### src/rtl/fp_to_int.sv
// Two-stage FP32 -> int32/uint32 converter (round toward zero) with valid/ready on both sides.
// Stage 1 decodes the operand and aligns the magnitude; stage 2 saturates, negates and raises flags.
module fp_to_int #(
  parameter int TAG_W = 5
) (
  input  logic             i_clk,
  input  logic             i_rst,
  input  logic             i_valid,
  output logic             o_ready,
  input  logic             i_unsigned,
  input  logic [31:0]      i_a,
  input  logic [TAG_W-1:0] i_tag,
  output logic             o_valid,
  input  logic             i_ready,
  output logic [31:0]      o_result,
  output logic             o_invalid,
  output logic             o_inexact,
  output logic [TAG_W-1:0] o_tag
);

  localparam int STAGES = 2;

  typedef struct packed {
    logic             sign;
    logic             uns;
    logic             nan;
    logic             inf;
    logic             ge31;      // E >= 31
    logic             ge32;      // E >= 32
    logic             e31_exact; // E == 31 and frac == 0
    logic             nonneg;    // E >= 0, i.e. integer part nonzero
    logic             sticky;
    logic [31:0]      mag;
    logic [TAG_W-1:0] tag;
  } s1_t;

  logic [STAGES:1]   r_vld_pipe;
  s1_t               r_s1;
  s1_t               w_s1;
  logic              w_en;
  logic [7:0]        w_exp;
  logic [22:0]       w_frac;
  logic [23:0]       w_mant;
  logic signed [8:0] w_e;
  logic [4:0]        w_rsh;
  logic [4:0]        w_lsh;
  logic [31:0]       w_mask;
  logic [31:0]       w_res;
  logic              w_nv;
  logic              w_nx;

  assign w_en    = !o_valid || i_ready;
  assign o_ready = w_en;
  assign o_valid = r_vld_pipe[STAGES];

  assign w_exp  = i_a[30:23];
  assign w_frac = i_a[22:0];
  assign w_mant = {1'b1, w_frac};
  assign w_e    = $signed({1'b0, w_exp}) - 9'sd127;
  assign w_rsh  = 5'd23 - w_e[4:0];
  assign w_lsh  = w_e[4:0] - 5'd23;
  assign w_mask = (32'h1 << w_rsh) - 32'h1;

  always_comb begin
    w_s1           = '0;
    w_s1.sign      = i_a[31];
    w_s1.uns       = i_unsigned;
    w_s1.tag       = i_tag;
    w_s1.nan       = (w_exp == 8'hFF) && (w_frac != '0);
    w_s1.inf       = (w_exp == 8'hFF) && (w_frac == '0);
    w_s1.ge31      = (w_e >= 9'sd31);
    w_s1.ge32      = (w_e >= 9'sd32);
    w_s1.e31_exact = (w_e == 9'sd31) && (w_frac == '0);
    w_s1.nonneg    = (w_e >= 9'sd0);
    if (w_e < 9'sd0) begin
      // Pure fraction (incl. denormals): only exact zero is exact.
      w_s1.sticky = (w_exp != '0) || (w_frac != '0);
    end else if (w_e < 9'sd23) begin
      w_s1.mag    = {8'b0, w_mant} >> w_rsh;
      w_s1.sticky = |({8'b0, w_mant} & w_mask);
    end else if (w_e <= 9'sd31) begin
      w_s1.mag    = {8'b0, w_mant} << w_lsh;
    end
  end

  always_comb begin
    w_res = '0;
    w_nv  = 1'b0;
    if (!r_s1.uns) begin
      if (r_s1.nan || (r_s1.inf && !r_s1.sign)) begin
        w_res = 32'h7FFF_FFFF;
        w_nv  = 1'b1;
      end else if (r_s1.inf) begin
        w_res = 32'h8000_0000;
        w_nv  = 1'b1;
      end else if (r_s1.ge31) begin
        // -2^31 is the only representable value at this exponent.
        w_res = r_s1.sign ? 32'h8000_0000 : 32'h7FFF_FFFF;
        w_nv  = !(r_s1.sign && r_s1.e31_exact);
      end else begin
        w_res = r_s1.sign ? -r_s1.mag : r_s1.mag;
      end
    end else begin
      if (r_s1.nan || (!r_s1.sign && (r_s1.inf || r_s1.ge32))) begin
        w_res = 32'hFFFF_FFFF;
        w_nv  = 1'b1;
      end else if (r_s1.sign && r_s1.nonneg) begin
        w_nv  = 1'b1;
      end else if (!r_s1.sign) begin
        w_res = r_s1.mag;
      end
    end
    w_nx = r_s1.sticky && !w_nv;
  end

  always_ff @(posedge i_clk) begin
    if (i_rst) begin
      r_vld_pipe <= '0;
      o_result   <= '0;
      o_invalid  <= 1'b0;
      o_inexact  <= 1'b0;
      o_tag      <= '0;
    end else if (w_en) begin
      r_vld_pipe <= {r_vld_pipe[STAGES-1:1], i_valid};
      if (r_vld_pipe[1]) begin
        o_result  <= w_res;
        o_invalid <= w_nv;
        o_inexact <= w_nx;
        o_tag     <= r_s1.tag;
      end
    end
  end

  always_ff @(posedge i_clk) begin
    if (w_en && i_valid) r_s1 <= w_s1;
  end

endmodule
### config.mk
export PLATFORM = sky130hd
export DESIGN_NAME = fp_to_int
export DESIGN_NICKNAME = d
export VERILOG_FILES = /design/src/rtl/fp_to_int.sv
export SDC_FILE = /design/constraint.sdc
export NUM_CORES = 1
export LEC_CHECK = 0
export ABC_AREA = 1
export BUFFER_PORTS_ARGS = -buffer_cell sky130_fd_sc_hd__clkbuf_2
export CORE_MARGIN = 3
export CORE_UTILIZATION = 50
export DETAILED_ROUTE_END_ITERATION = 16
export GPL_TIMING_DRIVEN = 0
export HOLD_SLACK_MARGIN = 0.05
export MAX_ROUTING_LAYER = met4
export PLACE_DENSITY = 0.79
export RECOVER_POWER = 100
export SYNTH_ARGS = -nofsm -noshare
export SYNTH_HDL_FRONTEND = slang
export SYNTH_SLANG_ARGS = --single-unit
### constraint.sdc
create_clock -name i_clk -period 5.45 [get_ports i_clk]
set_input_delay 1.09 -clock i_clk [delete_from_list [all_inputs] [get_ports i_clk]]
set_output_delay 1.09 -clock i_clk [all_outputs]
set_load 0.02 [all_outputs]
# Yosys cells after proc, flatten, opt, wreduce, memory -nomap -nowiden
# Index checks and enable logic that the tools add are counted.
# op_classes
shift,3
reduce_logical,23
magnitude_cmp,6
n_addsub,5
n_eq_ne,2
muxes,19
n_bitwise,1
# ops
cell,count
$mux 32,11
$and 24x32->32,1
$neg 32->32,1
$reduce_or 32->1,1
$shl 1x5->32 const A,1
$shl 24x5->32,1
$shr 24x5->32,1
$sub 32x1->32 const B,1
$logic_not 23->1,1
$reduce_bool 23->1,1
$eq 9x6->1 const B,1
$ge 9x1->1 const B,1
$ge 9x6->1 const B,1
$ge 9x7->1 const B,1
$le 9x6->1 const B,1
$logic_and 1x1->1,9
$lt 9x1->1 const B,1
$lt 9x6->1 const B,1
$sub 8x7->9 const B,1
$eq 8x8->1 const B,1
$mux 1,8
$reduce_bool 8->1,1
$logic_or 1x1->1,5
$sub 5x5->5 const A,1
3 further kinds,6
# totals
in_bits,42
output_inout_bits,41
ff_bits,87

# Longest topological paths before layout
# Gate-level depths: netlist of run 1.
# logic_depth
ltp_word,8
mapped_depth,21
ltp_nobuf,20

# Worst setup path after synthesis of run 1
# Ideal clock, no wire load.
# synth_path
kind,input port to flip-flop
start,input i_a[23]
end,"register r_s1[11] (netlist bit), data pin"
arrival_time_ns,4.043
t_required_ns,5.296
n_path_buf,4
path_slack_ns,1.254
stages,17
setup_time_ns,0.154
path_cell_list,buf_4 > clkinv_1 > clkbuf_1 > ha_1 > buf_2 > clkinv_1 > nor2_1 > nand2_1 > inv_1 > nand2_1 > nand3b_1 > ha_1 > clkinv_1 > nor3_2 > clkbuf_1 > nand3_1 > a31oi_1
# synth_between
elab_chain_cells,5
elab_cells_between_ends,10
classes_between,add/sub (3); order compare (3); shift (2); mux (2)
# synth_rtl
item,line,text
start: declaration,11,"input logic [31:0] i_a,"
$sub 8x7->9 *,59,"assign w_e = $signed({1'b0, w_exp}) - 9'sd127;"
$sub 5x5->5,61,assign w_lsh = w_e[4:0] - 5'd23;
$shl 24x5->32,82,"w_s1.mag = {8'b0, w_mant} << w_lsh;"
$mux 32,81,end else if (w_e <= 9'sd31) begin
$mux 32,78,end else if (w_e < 9'sd23) begin
end signal: assignment,135,if (w_en && i_valid) r_s1 <= w_s1;
end: declaration,38,s1_t r_s1;
# Mark *: on every way between the ends. The rest lies on a longest branch, timed or not.
# A chain may end at the register's enable or synchronous reset.

# Final worst setup path of run 1
# layout_path
start,input i_a[23]
end,"register r_s1[14] (netlist bit), data pin"
# Same word-level chain as after synthesis.

==> summary.txt, run 1 <==
Yosys
  • Seq cells post-synth: 87
  • Post-Syn Nets: 1456
  • Synthesized area: 8300 um2
  • Ys Warns: 0
  • Yosys cell types: 48
  • Post-Syn Instances: 1403
  • Avg Cell Area, Syn: 5.916 um2
  • Sequential cell area fraction in the yosys report: 26.53%

Finish
  • Ant diodes: 0
  • Nets: 1548
  • Most frequent cells in the layout: nand2_1 (429), o21ai_0 (164), inv_1 (127)
  • Layout area overhead: 11.32%
  • Fraction of layout cells with a size suffix above 1: 7.200%
  • Final Cell Area: 9240 um2
  • Most common cell after layout, fill and taps aside: nand2_1

Clocking
  • CTS tree: built
  • Clk_lat worst skew: 350 ps
  • Bufs on Longest Clock Path: 2
  • Cts hold-fix bufs: 0
  • H-tree Lvls: 3
  • CTS buffer count: 9
  • Root Driver: clkbuf_16
  • CTS sink cnt: 87
  • Worst-path clk slew: 60 ps

Placement
  • Placed Area: 8976 um2
  • HPWL Detailed: 23400 um
  • Routability congestion estimate: 1.050
  • Port bufs: 81

Worst setup path
  • CP startpoint kind: primary input
  • Critical Path RT: 5620 ps
  • CP endpoint kind: register
  • Reg2Reg Depth: 14
  • Crit Reg-Reg Startpoint: r_s1[5]
  • Worst r2r dst: o_result[22]
  • Crit-path max FO: 11
  • R2r setup slk: 2560 ps
  • Worst Path Class, Setup: primary input to register
  • Crit path DAT: 5170 ps

Power and ir drop
  • LEAKAGE: 4.022 nW
  • PwrDens: 239.3 nW/um2
  • Pwr Total: 2.211 mW
  • Max VDD drop: 0.1979 mV

Worst hold path
  • Min-Delay Path Depth: 2
  • Hold crit path type: register to register
  • Hold Startpoint: o_result[28]
  • Endpoint, Worst Hold: o_result[28]

Floorplanning
  • Die H: 134.8 um
  • Core area: 16060 um2
  • Die span in x: 134.8 um
  • Io pins: 83
  • Die area: 18180 um2
  • Starting Density: 51.69%
  • Std cell rows: 46

Timing
  • Top achievable clock speed: 199.9 MHz
  • Unrepaired setup endpoints after global routing: false
  • Min cycle time layout: 5002 ps
  • Worst slew pin tran: 1646 ps
  • Tcrit/Tclk final: 91.78%
  • Fin. Hold Viols: 0
  • Slew HR: -9.839%
  • Slew Viols, Final: 47
  • Final Setup Violations: 0
  • Setup TNS: 0 ps
  • Max Clock Skew: 4.800 ps

Job
  • Maxcap violations: 1

Routing
  • DRC: 0
  • Post-Route WL: 28610 um
  • Antenna Nets Post-Route: 0
  • WL/cell: 16.67 um
  • Via count: 9694
  • Vias/cell: 5.649
  • DR iter-0 viols: 872
  • Initial DRT Pass Iterations: 6

GRT
  • First-pass GRT wire length: 45220 um
  • Antenna violations before repair: 0
  • All-layer global routing usage: 31.90%
  • Largest net degree at the start of global routing: 47
  • Vias in the first global route: 8743
  • Grt ovf: 0

Outcome
  • Failing checks: max-capacitance violations, max-slew violations
  • Status: complete, but fails checks
## worst max-delay path by stage
stage            start        to  slack, ps  cells after the start
3_5_place_dp   i_a[23]  r_s1[14]        -60                     18
6_report       i_a[23]  r_s1[14]        450                     18
2_1_floorplan  i_a[23]  r_s1[11]       1250                     17
3_3_place_gp   i_a[23]  r_s1[14]       -100                     18
4_1_cts        i_a[23]  r_s1[14]        280                     18
5_1_grt        i_a[23]  r_s1[14]        100                     18
## cells by family after synthesis
| family | after synthesis | share of synthesized area, % |
|---|---|---|
| and+or+nand+nor | 742 | 38.11 |
| adders and majority gates | 11 | 1.658 |
| xor gates and xnor gates | 4 | 0.4220 |
| muxes | 5 | 0.6030 |
| AOI/OAI and AO/OA | 343 | 22.54 |
| buffers and inverters | 211 | 10.14 |
| DFF | 87 | 26.53 |
## Yosys cell counts (all sizes together)
library cell / n / area share [%]
o31ai: 3 / 0.27
a221o: 1 / 0.12
o2111ai: 2 / 0.21
a21o: 1 / 0.090
a21boi: 4 / 0.36
o311ai: 1 / 0.11
nand3b: 1 / 0.090
nor2: 131 / 6.5
nand4: 14 / 1.1
a22oi: 9 / 0.81
a22o: 1 / 0.11
and2: 2 / 0.15
mux2i: 5 / 0.60
o211ai: 18 / 1.6
nand3: 127 / 8.0
nand2: 439 / 20
ha: 11 / 1.7
o21bai: 4 / 0.36
nor4: 8 / 0.60
buf: 21 / 1.6
a21oi: 118 / 7.2
inv: 134 / 6.1
o21a: 6 / 0.54
clkinv: 4 / 0.18
clkbuf: 52 / 2.4
nor3: 16 / 1.1
a211oi: 1 / 0.090
dfxtp: 41 / 9.9
xor2: 4 / 0.42
or2: 4 / 0.30
a32oi: 1 / 0.11
a31oi: 6 / 0.45
o21ai: 167 / 10
edfxtp: 46 / 17
## metal layers
layer  GRT usage [%]  wire (um)  vias to the layer above
met3           2.534       1591                       97
li1                -          -                     4869
met1           39.69      12110                     4335
met2           51.95      13360                      393
met5               -          0                        -
met4           16.86       1548                        0
## layout make-up
class | count | area (um2)
timing repair buffer | 81 | 351.6
fill | 1703 | 6818
sequential | 87 | 2202
buffer | 73 | 321.6
inverter | 138 | 518.0
tap | 216 | 270.3
multi-input combinational | 1105 | 5258
clock buffer | 11 | 275.3
clock inverter | 5 | 43.79
## flip-flops by register name, summed over array words and instances, names as in the netlist
register	count
o_tag	5
r_vld_pipe	2
o_result	32
o_invalid	1
o_inexact	1
r_s1	46
## what timing repair did
| item | CTS | global route |
|---|---|---|
| endpoints found under the setup margin | 0 | 10 |
| resized for setup | 0 | 3 |
| setup buffers | 0 | 0 |
## report_power, final
group | switching (mW) | internal, mW | leakage [nW]
logic | 0.566 | 0.237 | 3.07
clock network | 0.260 | 0.370 | 0.151
registers | 0.0338 | 0.744 | 0.806
total | 0.860 | 1.35 | 4.02
## critical path: stages
cell and delay, ps:
clkbuf_2 160, buf_4 220, clkinv_1 240, clkbuf_1 330, ha_1 370, buf_2 190, clkinv_1 250, nor2_1 160
nand2_1 130, inv_1 110, nand2_1 50, nand3b_1 140, ha_1 290, clkinv_1 300, nor3_4 450, clkbuf_2 320
a22oi_1 110, a21oi_1 240
## metrics by stage
stage               util, %  hold slack [ps]  setup WS (ps)  cells
floorplan                 -            443.5           1254   1403
global placement      55.90            450.6         -103.0   1700
detailed placement    55.90            456.9         -59.06   1700
CTS                   57.89            466.5          282.7   1716
global route          57.54            476.7          100.7   1716
finish                57.54            464.4          448.2   1716
Power figures use the tool's default switching activity.
==> inputs of run 2 (changes only) <==
--- a/config.mk
+++ b/config.mk
@@ -15,3 +15,3 @@
 export MAX_ROUTING_LAYER = met4
-export PLACE_DENSITY = 0.79
+export PLACE_DENSITY = 0.66
 export RECOVER_POWER = 100
==> constraint.sdc (replaced) <==
create_clock -name i_clk -period 5.45 [get_ports i_clk]
set_input_delay 0.545 -clock i_clk [delete_from_list [all_inputs] [get_ports i_clk]]
set_output_delay 0.545 -clock i_clk [all_outputs]
set_load 0.02 [all_outputs]
==> run 2 against run 1 <==
- the flow still finishes with violations (max-capacitance violations, max-slew violations)
- critical path type unchanged
- cell area fell by 0.60%
- first-iteration DRC count rose by 15%
- largest power group unchanged
- critical endpoint unchanged
- combinational power barely moved
==> summary.txt, run 2 (same netlist as run 1, synthesis figures left out) <==
Worst setup path
  • Crit Reg-Reg Startpoint: r_s1[5]
  • CP Cell Sequence: clkbuf_1 -> buf_4 -> clkinv_1 -> clkbuf_1 -> ha_1 -> buf_2 -> clkinv_1 -> nor2_1 -> nand2_1 -> inv_1 -> nand2_1 -> nand3b_1 -> ha_1 -> clkinv_1 -> nor3_2 -> clkbuf_1 -> a22oi_1 -> a21oi_1
  • Reg2Reg Depth: 14
  • Crit-path max FO: 11
  • CP startpoint kind: primary input
  • Critical-path top delay cell: nor3_2
  • Crit path DAT: 5040 ps
  • Worst Path Class, Setup: primary input to register
  • Critical Path RT: 5610 ps
  • Max stage delay on crit path: 560 ps
  • CP endpoint kind: register
  • Worst r2r dst: o_result[22]
  • R2r setup slk: 2580 ps

Power and ir drop
  • Pwr Total: 2.144 mW
  • Max VDD drop: 0.1667 mV
  • LEAKAGE: 3.993 nW
  • PwrDens: 233.4 nW/um2

Floorplanning
  • Std cell rows: 46
  • Io pins: 83
  • Die span in x: 134.8 um
  • Die area: 18180 um2
  • Die H: 134.8 um
  • Core area: 16060 um2
  • Starting Density: 51.69%

Finish
  • Max reg flops: 46
  • Most common cell after layout, fill and taps aside: nand2_1
  • Most flops, register: r_s1
  • Post-Route Utilization: 57.20%
  • Top flop regs: r_s1 x46, o_result x32, o_tag x5
  • Fill cells: 1751
  • Most frequent cells in the layout: nand2_1 (429), o21ai_0 (165), inv_1 (127)
  • Fraction of layout cells with a size suffix above 1: 7.000%
  • Layout area overhead: 10.66%
  • Non-filler cells, final: 1716
  • Nets: 1548
  • Ant diodes: 0

Routing
  • Post-Route WL: 28610 um
  • Antenna Nets Post-Route: 0
  • Vias/cell: 5.589
  • WL/cell: 16.67 um
  • DRC: 0
  • Via count: 9591
  • Initial DRT Pass Iterations: 5
  • DR iter-0 viols: 1004

GRT
  • Largest net degree at the start of global routing: 47
  • Antenna violations before repair: 0
  • Vias in the first global route: 8664
  • First-pass GRT wire length: 45180 um
  • Grt ovf: 0
  • All-layer global routing usage: 32.11%

Clocking
  • CTS resizes: 0
  • Postcts setup bufs: 0
  • Worst-path clk slew: 60 ps
  • CTS buffer count: 9
  • Cts hold-fix bufs: 0
  • H-tree Lvls: 3
  • Bufs on Longest Clock Path: 2
  • Root Driver: clkbuf_16
  • CTS tree: built
  • CTS sink cnt: 87
  • Clk_lat worst skew: 350 ps

Timing
  • Slew HR: -7.939%
  • Hold Slack: 370.7 ps
  • Slew Viols, Final: 47
  • Min cycle time layout: 4886 ps
  • Max Clock Skew: 7.739 ps
  • Final Setup Violations: 0
  • Setup TNS: 0 ps
  • Top achievable clock speed: 204.7 MHz
  • Unrepaired setup endpoints after global routing: false
  • Fin. Hold Viols: 0
  • Worst slew pin tran: 1617 ps
  • Tcrit/Tclk final: 89.65%

Job
  • Maxcap violations: 1

Outcome
  • Failing checks: max-capacitance violations, max-slew violations
  • Status: complete, but fails checks

Worst hold path
  • Hold Startpoint: i_tag[3]
  • Endpoint, Worst Hold: r_s1[3]
  • Hold crit path type: primary input to register
  • Min-Delay Path Depth: 1

Placement
  • HPWL Detailed: 23340 um
  • Port bufs: 81
  • Routability congestion estimate: 1.005
  • DP Cell Count: 1700
==> run 2: cell types whose count changed in the layout (fill, tap and decap cells not counted), sizes merged <==
cell / before / now
buf: 17 / 16
inv: 136 / 137
==> run 2: worst max-delay path, delay by kind of cell <==
family          cells  cell delay (ps)
buf+inv             9             2370
fa+ha+maj           2              660
simple gates        5             1020
compound gates      2              440
==> run 2: stage by stage <==
step                      setup slack, ps  area (um2)
after detailed placement            454.5        8976
final                               564.3        9185
after floorplan                      1799        8300
after CTS                           800.0        9250
after global routing                191.2        9185
after global placement              410.7        8976
==> run 2: routing by layer <==
layer,share of wire (%),track usage [%]
met5,0,-
met4,4.8,13.63
met3,5.4,3.390
met2,48,53.89
met1,42,39.46
==> run 2: how the worst max path moves through the flow <==
stage	start	end	slack, ps
global placement	i_a[23]	r_s1[14]	410
finish	i_a[23]	r_s1[14]	560
floorplan	i_a[23]	r_s1[11]	1800
detailed placement	i_a[23]	r_s1[14]	450
CTS	i_a[23]	r_s1[14]	800
global route	i_a[23]	r_s1[14]	190
==> run 2: cell type report <==
type / instances / area [um2] / area share, %
Inverter: 138 / 518.0 / 5.640
Clock buffer: 10 / 230.2 / 2.506
Clock inverter: 6 / 43.79 / 0.4768
Buffer: 73 / 319.1 / 3.474
Sequential cell: 87 / 2202 / 23.97
Multi-Input combinational cell: 1105 / 5251 / 57.17
Timing Repair Buffer: 81 / 350.3 / 3.814
Tap cell: 216 / 270.3 / 2.942
==> run 2: where the power goes <==
| part | internal, mW | total (mW) | switching [mW] |
|---|---|---|---|
| registers | 0.744 | 0.777 | 0.0333 |
| logic | 0.237 | 0.804 | 0.567 |
| clock network | 0.313 | 0.563 | 0.250 |
